[config.mk]
export PLATFORM = sky130hd
export DESIGN_NAME = prince_inv_sbox_ts
export DESIGN_NICKNAME = d
export VERILOG_FILES = /design/src/rtl/prince_inv_sbox_ts.sv
export SDC_FILE = /design/constraint.sdc
export NUM_CORES = 1
export LEC_CHECK = 0
export BUFFER_PORTS_ARGS = -buffer_cell sky130_fd_sc_hd__buf_2
export CORE_MARGIN = 5
export CORE_UTILIZATION = 33
export DETAILED_ROUTE_END_ITERATION = 8
export PLACE_DENSITY = 0.59
export SYNTH_ARGS = -nofsm -noshare
export SYNTH_HDL_FRONTEND = slang
export SYNTH_SLANG_ARGS = --single-unit
[constraint.sdc]
create_clock -name clk -period 2.72 [get_ports clk]
set_clock_uncertainty 0.2 [all_clocks]
set_input_delay 0.544 -clock clk [delete_from_list [all_inputs] [get_ports clk]]
set_output_delay 0.544 -clock clk [all_outputs]
set_load 0.02 [all_outputs]
[src/rtl/prince_inv_sbox_ts.sv]
// prince_inv_sbox_ts -- two-share, time-sharing-masked PRINCE inverse S-box.
//
// Stage 1 re-shares every share-1 monomial with fresh randomness and delays
// share 2. Stage 2 folds in the delayed share 2, completes the degree-2/3
// terms and registers both output shares. Valid/ready handshake on both
// sides, one nibble per cycle when the output is drained.
//
// Build option: define INV_SBOX_DUAL_EN to add the decrypt port, which
// selects the inverse (1) or forward (0) S-box per nibble.
module prince_inv_sbox_ts (
    input  logic        clk,
    input  logic        rst,
    input  logic        in_valid,
    output logic        in_ready,
    input  logic [3:0]  in_share1,
    input  logic [3:0]  in_share2,
    input  logic [13:0] rand_in,
    output logic        out_valid,
    input  logic        out_ready,
    output logic [3:0]  out_share1,
    output logic [3:0]  out_share2
`ifdef INV_SBOX_DUAL_EN
    ,
    input  logic        decrypt
`endif
);

    // Algebraic normal form of a 4-bit S-box, one 16-bit coefficient vector
    // per output bit (output bit k at [16*k +: 16]). Coefficient index is the
    // monomial mask with bit3=x, bit2=y, bit1=z, bit0=w.
    function automatic logic [63:0] anf_of(input logic [63:0] tbl);
        logic [15:0] a;
        logic [63:0] r;
        r = '0;
        for (int k = 0; k < 4; k++) begin
            for (int m = 0; m < 16; m++) a[m] = tbl[m*4 + k];
            for (int i = 0; i < 4; i++)
                for (int m = 0; m < 16; m++)
                    if (((m >> i) & 1) == 1) a[m] = a[m] ^ a[m ^ (1 << i)];
            r[16*k +: 16] = a;
        end
        return r;
    endfunction

    // Value of monomial m evaluated on nibble v.
    function automatic logic mono(input logic [3:0] m, input logic [3:0] v);
        return (v & m) == m;
    endfunction

    // Truth tables, entry i at [4*i +: 4].
    localparam logic [63:0] SINV_TBL = 64'h1CE5046A98DF237B;
    localparam logic [63:0] SFWD_TBL = 64'h4D5E087619CA23FB;
    localparam logic [63:0] ANF_INV  = anf_of(SINV_TBL);
    localparam logic [63:0] ANF_FWD  = anf_of(SFWD_TBL);

    // Monomial mask consuming rand_in[i], stored at [4*i +: 4]:
    // x,y,z,w, xy,xz,xw,yz,yw,zw, xyz,xyw,xzw,yzw.
    localparam logic [55:0] MONO_ORDER = 56'h7BDE3569AC1248;

    logic        s1_valid_q, s1_valid_d;
    logic [14:1] s0a_q, s0a_d;   // share-1 monomials, first re-share (randomness)
    logic [14:1] s0b_q, s0b_d;   // share-1 monomials, second re-share
    logic [3:0]  sh2_q, sh2_d;
    logic        out_valid_q, out_valid_d;
    logic [3:0]  out1_q, out1_d, out2_q, out2_d;
    logic        adv1, adv2;
    logic [14:1] t1, t2;
    logic [3:0]  ma, mb, mc;

`ifdef INV_SBOX_DUAL_EN
    logic        dec_q, dec_d;
`else
    logic        dec_q;
    assign dec_q = 1'b1;
`endif

    assign adv2       = s1_valid_q & (~out_valid_q | out_ready);
    assign in_ready   = ~s1_valid_q | adv2;
    assign adv1       = in_valid & in_ready;
    assign out_valid  = out_valid_q;
    assign out_share1 = out1_q;
    assign out_share2 = out2_q;

    // Stage 1: re-share every share-1 monomial, delay share 2.
    always_comb begin
        s0a_d      = s0a_q;
        s0b_d      = s0b_q;
        sh2_d      = sh2_q;
        s1_valid_d = s1_valid_q;
        if (adv1) begin
            for (int i = 0; i < 14; i++) begin
                s0a_d[MONO_ORDER[4*i +: 4]] = rand_in[i];
                s0b_d[MONO_ORDER[4*i +: 4]] = mono(MONO_ORDER[4*i +: 4], in_share1) ^ rand_in[i];
            end
            sh2_d      = in_share2;
            s1_valid_d = 1'b1;
        end else if (adv2) begin
            s1_valid_d = 1'b0;
        end
    end

    // Stage 2: complete every monomial per share by folding in delayed share 2.
    always_comb begin
        t1 = '0;
        t2 = '0;
        ma = '0;
        mb = '0;
        mc = '0;
        for (int pa = 0; pa < 4; pa++) begin
            ma     = 4'(1 << pa);
            t1[ma] = s0a_q[ma];
            t2[ma] = s0b_q[ma] ^ sh2_q[pa];
        end
        for (int pa = 1; pa < 4; pa++) begin
            for (int pb = 0; pb < pa; pb++) begin
                ma = 4'(1 << pa);
                mb = 4'(1 << pb);
                t1[ma|mb] = s0a_q[ma|mb] ^ (s0a_q[ma] & sh2_q[pb]) ^ (s0a_q[mb] & sh2_q[pa]);
                t2[ma|mb] = s0b_q[ma|mb] ^ (s0b_q[ma] & sh2_q[pb]) ^ (s0b_q[mb] & sh2_q[pa])
                          ^ (sh2_q[pa] & sh2_q[pb]);
            end
        end
        // The full share-2 degree-2 term already carries a2&b2, so its product
        // with c2 supplies the a2&b2&c2 contribution of the cubic term.
        for (int pa = 2; pa < 4; pa++) begin
            for (int pb = 1; pb < pa; pb++) begin
                for (int pc = 0; pc < pb; pc++) begin
                    ma = 4'(1 << pa);
                    mb = 4'(1 << pb);
                    mc = 4'(1 << pc);
                    t1[ma|mb|mc] = (t1[ma|mb] & sh2_q[pc]) ^ s0a_q[ma|mb|mc]
                                 ^ (s0a_q[ma|mc] & sh2_q[pb]) ^ (s0a_q[mb|mc] & sh2_q[pa])
                                 ^ (s0a_q[mc] & sh2_q[pa] & sh2_q[pb]);
                    t2[ma|mb|mc] = (t2[ma|mb] & sh2_q[pc]) ^ s0b_q[ma|mb|mc]
                                 ^ (s0b_q[ma|mc] & sh2_q[pb]) ^ (s0b_q[mb|mc] & sh2_q[pa])
                                 ^ (s0b_q[mc] & sh2_q[pa] & sh2_q[pb]);
                end
            end
        end
    end

    // Stage 2 output: sum the ANF terms per share; constant term goes to share 1.
    always_comb begin
        out_valid_d = out_valid_q;
        out1_d      = out1_q;
        out2_d      = out2_q;
        if (adv2) begin
            out_valid_d = 1'b1;
            for (int k = 0; k < 4; k++) begin
                out1_d[k] = dec_q ? ANF_INV[16*k] : ANF_FWD[16*k];
                out2_d[k] = 1'b0;
                for (int m = 1; m < 15; m++) begin
                    out1_d[k] = out1_d[k] ^ ((dec_q ? ANF_INV[16*k + m] : ANF_FWD[16*k + m]) & t1[m]);
                    out2_d[k] = out2_d[k] ^ ((dec_q ? ANF_INV[16*k + m] : ANF_FWD[16*k + m]) & t2[m]);
                end
            end
        end else if (out_ready) begin
            out_valid_d = 1'b0;
        end
    end

`ifdef INV_SBOX_DUAL_EN
    // Direction select travels with the nibble through stage 1.
    always_comb begin
        dec_d = adv1 ? decrypt : dec_q;
    end
`endif

    // Pipeline registers; reset clears control and data.
    always_ff @(posedge clk or posedge rst) begin
        if (rst) begin
            s1_valid_q  <= 1'b0;
            s0a_q       <= '0;
            s0b_q       <= '0;
            sh2_q       <= '0;
            out_valid_q <= 1'b0;
            out1_q      <= '0;
            out2_q      <= '0;
`ifdef INV_SBOX_DUAL_EN
            dec_q       <= 1'b0;
`endif
        end else begin
            s1_valid_q  <= s1_valid_d;
            s0a_q       <= s0a_d;
            s0b_q       <= s0b_d;
            sh2_q       <= sh2_d;
            out_valid_q <= out_valid_d;
            out1_q      <= out1_d;
            out2_q      <= out2_d;
`ifdef INV_SBOX_DUAL_EN
            dec_q       <= dec_d;
`endif
        end
    end

endmodule

==> impl_metrics.env <==
export IMPL_status="finished, final reports clean"
export IMPL_final_hold_viol_count=0
export IMPL_cts_sinks=42
export IMPL_io_pins=36
export IMPL_worst_ir_drop_vdd_v=0.000289
export IMPL_ys_seq_elements=42
export IMPL_post_cts_setup_buffers=0
export IMPL_comb_power_share=0.574
export IMPL_synth_nets=363
export IMPL_ctsHtreeMaxLevel=2
export IMPL_power_switching_mw=1.28
export IMPL_hold_path_class="input port to async pin"
export IMPL_arrival_ps=2540
export IMPL_synth_edff_count=0
export IMPL_yosysTopAreaCellShare=0.325
export IMPL_fp_coreArea_um2=9680
export IMPL_avgSynthCellArea_um2=9.61
export IMPL_worstSetupEndpointType="flop"
export IMPL_ys_types=42
export IMPL_worstMarginPinSlew_ps=933
export IMPL_wl_per_cell_um=14.1
export IMPL_drcViolationCount=0
export IMPL_cellPowerDensity_nw_per_um2=925
export IMPL_met3_length_um=338
export IMPL_post_route_min_period_ps=2500
export IMPL_die_w_um=109
export IMPL_cts_tree="yes"
export IMPL_async_flop_share=1.00
export IMPL_p_clk_frac=0.153
export IMPL_maxSlewViolCount=0
export IMPL_dp_hpwl_um=5600
export IMPL_netlist_top_cells_area="dfrtp_1 (32%), xnor2_1 (13%), mux2_2 (7.3%)"
export IMPL_final_cells=499
export IMPL_ant_nets=0
export IMPL_num_fill_cells=997
export IMPL_yosysMostFrequentCell="xnor2_1"
export IMPL_overflow=0
export IMPL_period_share=0.920
export IMPL_path_max_fanout=27
export IMPL_crit_type="flop to flop"
export IMPL_grt_max_degree=33
export IMPL_hold_buffers=0
export IMPL_port_buffers=35
export IMPL_drtIter0Drc=150
export IMPL_dpl_cell_count=491
export IMPL_areaGrowthSynthToFinish_pct=12.8
export IMPL_clockRootBuffer="clkbuf_8"
export IMPL_top_layer="met4"
export IMPL_diodes=0
export IMPL_path_clk_slew_ps=90
export IMPL_swShare=0.378
export IMPL_chipHeight_um=109
export IMPL_gp_congestion=0.847
export IMPL_yosysSeqAreaShare=0.325
export IMPL_antenna_found_initial=0
export IMPL_required_ps=2760
export IMPL_synth_cells=337
export IMPL_die_area_um2=11900
export IMPL_wl_met1_um=3510
export IMPL_grt_first_pass_wirelength_um=11800
export IMPL_rsz0062_at_grt="no"
export IMPL_start_kind="flop"
export IMPL_fin_tns_setup_ps=0
export IMPL_clock_latency_ps=300
export IMPL_grt_pass1_vias=2284
export IMPL_vias=2309
export IMPL_syn_cell_area_um2=3240
export IMPL_p_leak_nw=1.59
export IMPL_drt_total_wl_um=7060
export IMPL_viasPerCell=4.63
export IMPL_utilization=0.377
export IMPL_cts_buffer_depth=2
export IMPL_fmax_mhz=400
export IMPL_first_pass_iters=6
export IMPL_p_int_mw=2.10
export IMPL_ys_warn_count=0
export IMPL_final_nets=391
export IMPL_timing_slew_headroom=0.374
export IMPL_initial_core_util=0.334
export IMPL_setup_violations=0
export IMPL_numCtsBuffers=5
export IMPL_grt_use_total=0.127
export IMPL_yosys_area_top_type="dfrtp_1"
export IMPL_drive_above_1_share=0.230
export IMPL_synthFlopType="dfrtp_1"
export IMPL_rows=36
export IMPL_ys_top_cells_by_count="xnor2_1 (49), nand2_1 (46), dfrtp_1 (42)"
export IMPL_p_seq_frac=0.274
export IMPL_drv_cap=0
export IMPL_wl_met2_um=3140
==> worst paths after layout <==
check	cells after the start	slack (ps)	startpoint	end
setup / recovery	8	220	sh2_q[2]	out_share1[3]
hold / removal	2	110	rst	s0a_q[8]
setup reg to reg	8	220	sh2_q[2]	out_share1[3]
hold reg to reg	2	280	out_share1[2]	out_share1[2]
max in group asynchronous	3	1590	rst	sh2_q[3]
min in group clk	2	230	in_valid	s1_valid_q
==> power groups by stage <==
stage	Sequential [mW]	Clock, mW	Combinational (mW)
2_1_floorplan	0.933	0	1.60
3_3_place_gp	0.933	0	1.93
3_5_place_dp	0.939	0	1.95
4_1_cts	0.925	0.529	1.97
5_1_grt	0.951	0.558	2.13
6_report	0.924	0.516	1.94
==> cells by family after synthesis <==
| logic type | count (synthesis) | share of synthesized area |
|---|---|---|
| AOI/OAI and AO/OA | 55 | 0.103 |
| xor gates and xnor gates | 85 | 0.284 |
| buffers and inverters | 34 | 0.0549 |
| DFF | 42 | 0.325 |
| muxes | 26 | 0.0900 |
| and+or+nand+nor | 95 | 0.144 |
==> metrics by stage <==
step | setup slack (ps) | hold WS (ps) | power [mW] | instance area [um^2]
after floorplan | 454 | 257 | 2.53 | 3240
after global placement | 220 | 264 | 2.86 | 3540
after detailed placement | 187 | 268 | 2.89 | 3540
after CTS | 151 | 126 | 3.42 | 3650
after global routing | 35.5 | 166 | 3.64 | 3650
final | 217 | 115 | 3.38 | 3650
==> routing by layer <==
metal  vias to the layer above  GRT usage
met1                      1079      0.179
met5                         -          0
met4                         0     0.0352
met2                        42      0.197
met3                         5     0.0278
li1                       1183          -
==> state kept, by name, indices dropped and copies added, names as in the netlist <==
signal	count
out_share2	4
sh2_q	4
s1_valid_q	1
out_share1	4
s0b_q	14
out_valid	1
s0a_q	14
==> cells in the final DEF (no fill, tap or decap), types with 2 or more instances in the layout <==
cell type  synthesis  final
mux2i_1            4      4
xor2_1            23     23
xnor3_2            2      2
a31oi_1            2      2
nand2b_1          12     12
a21oi_1            6      6
o21ai_0           27     27
nor2b_1            6      6
o21ai_1            4      4
buf_4              3     13
o211ai_1           3      3
nor2_1             8      8
nand3b_1           4      4
a22oi_1            2      2
nor3b_1            2      2
nand2_1           46     46
buf_2              7     35
xnor3_1           10     10
clkbuf_8           0      5
xnor2_1           49     49
a211oi_1           2      2
mux2_2            21     21
nand3_1           11     11
a311oi_1           2      2
and3b_1            2      2
dfrtp_1           42     41
inv_1              6      5
==> cell type report <==
class / instances / area [um^2] / share of cell area
multi-input combinational: 261 / 2010 / 0.550
clock inverter: 2 / 37.5 / 0.0103
sequential: 42 / 1050 / 0.288
tap: 133 / 166 / 0.0455
timing repair buffer: 49 / 293 / 0.0801
clock buffer: 6 / 72.6 / 0.0199
inverter: 6 / 22.5 / 0.00616
==> worst max-delay path, stage by stage (launching register included) <==
cell and delay (ps):
dfrtp_1 380, buf_12 170, nand2_1 110, xnor3_1 460
xnor2_2 190, xnor2_1 270, xnor2_1 190, xnor3_1 350
o21ai_1 120
==> what timing repair did <==
action	in CTS	in global routing
resized for setup	0	1
setup endpoints to repair	0	1
endpoints found under the hold margin	0	0
Power figures use the tool's default switching activity.
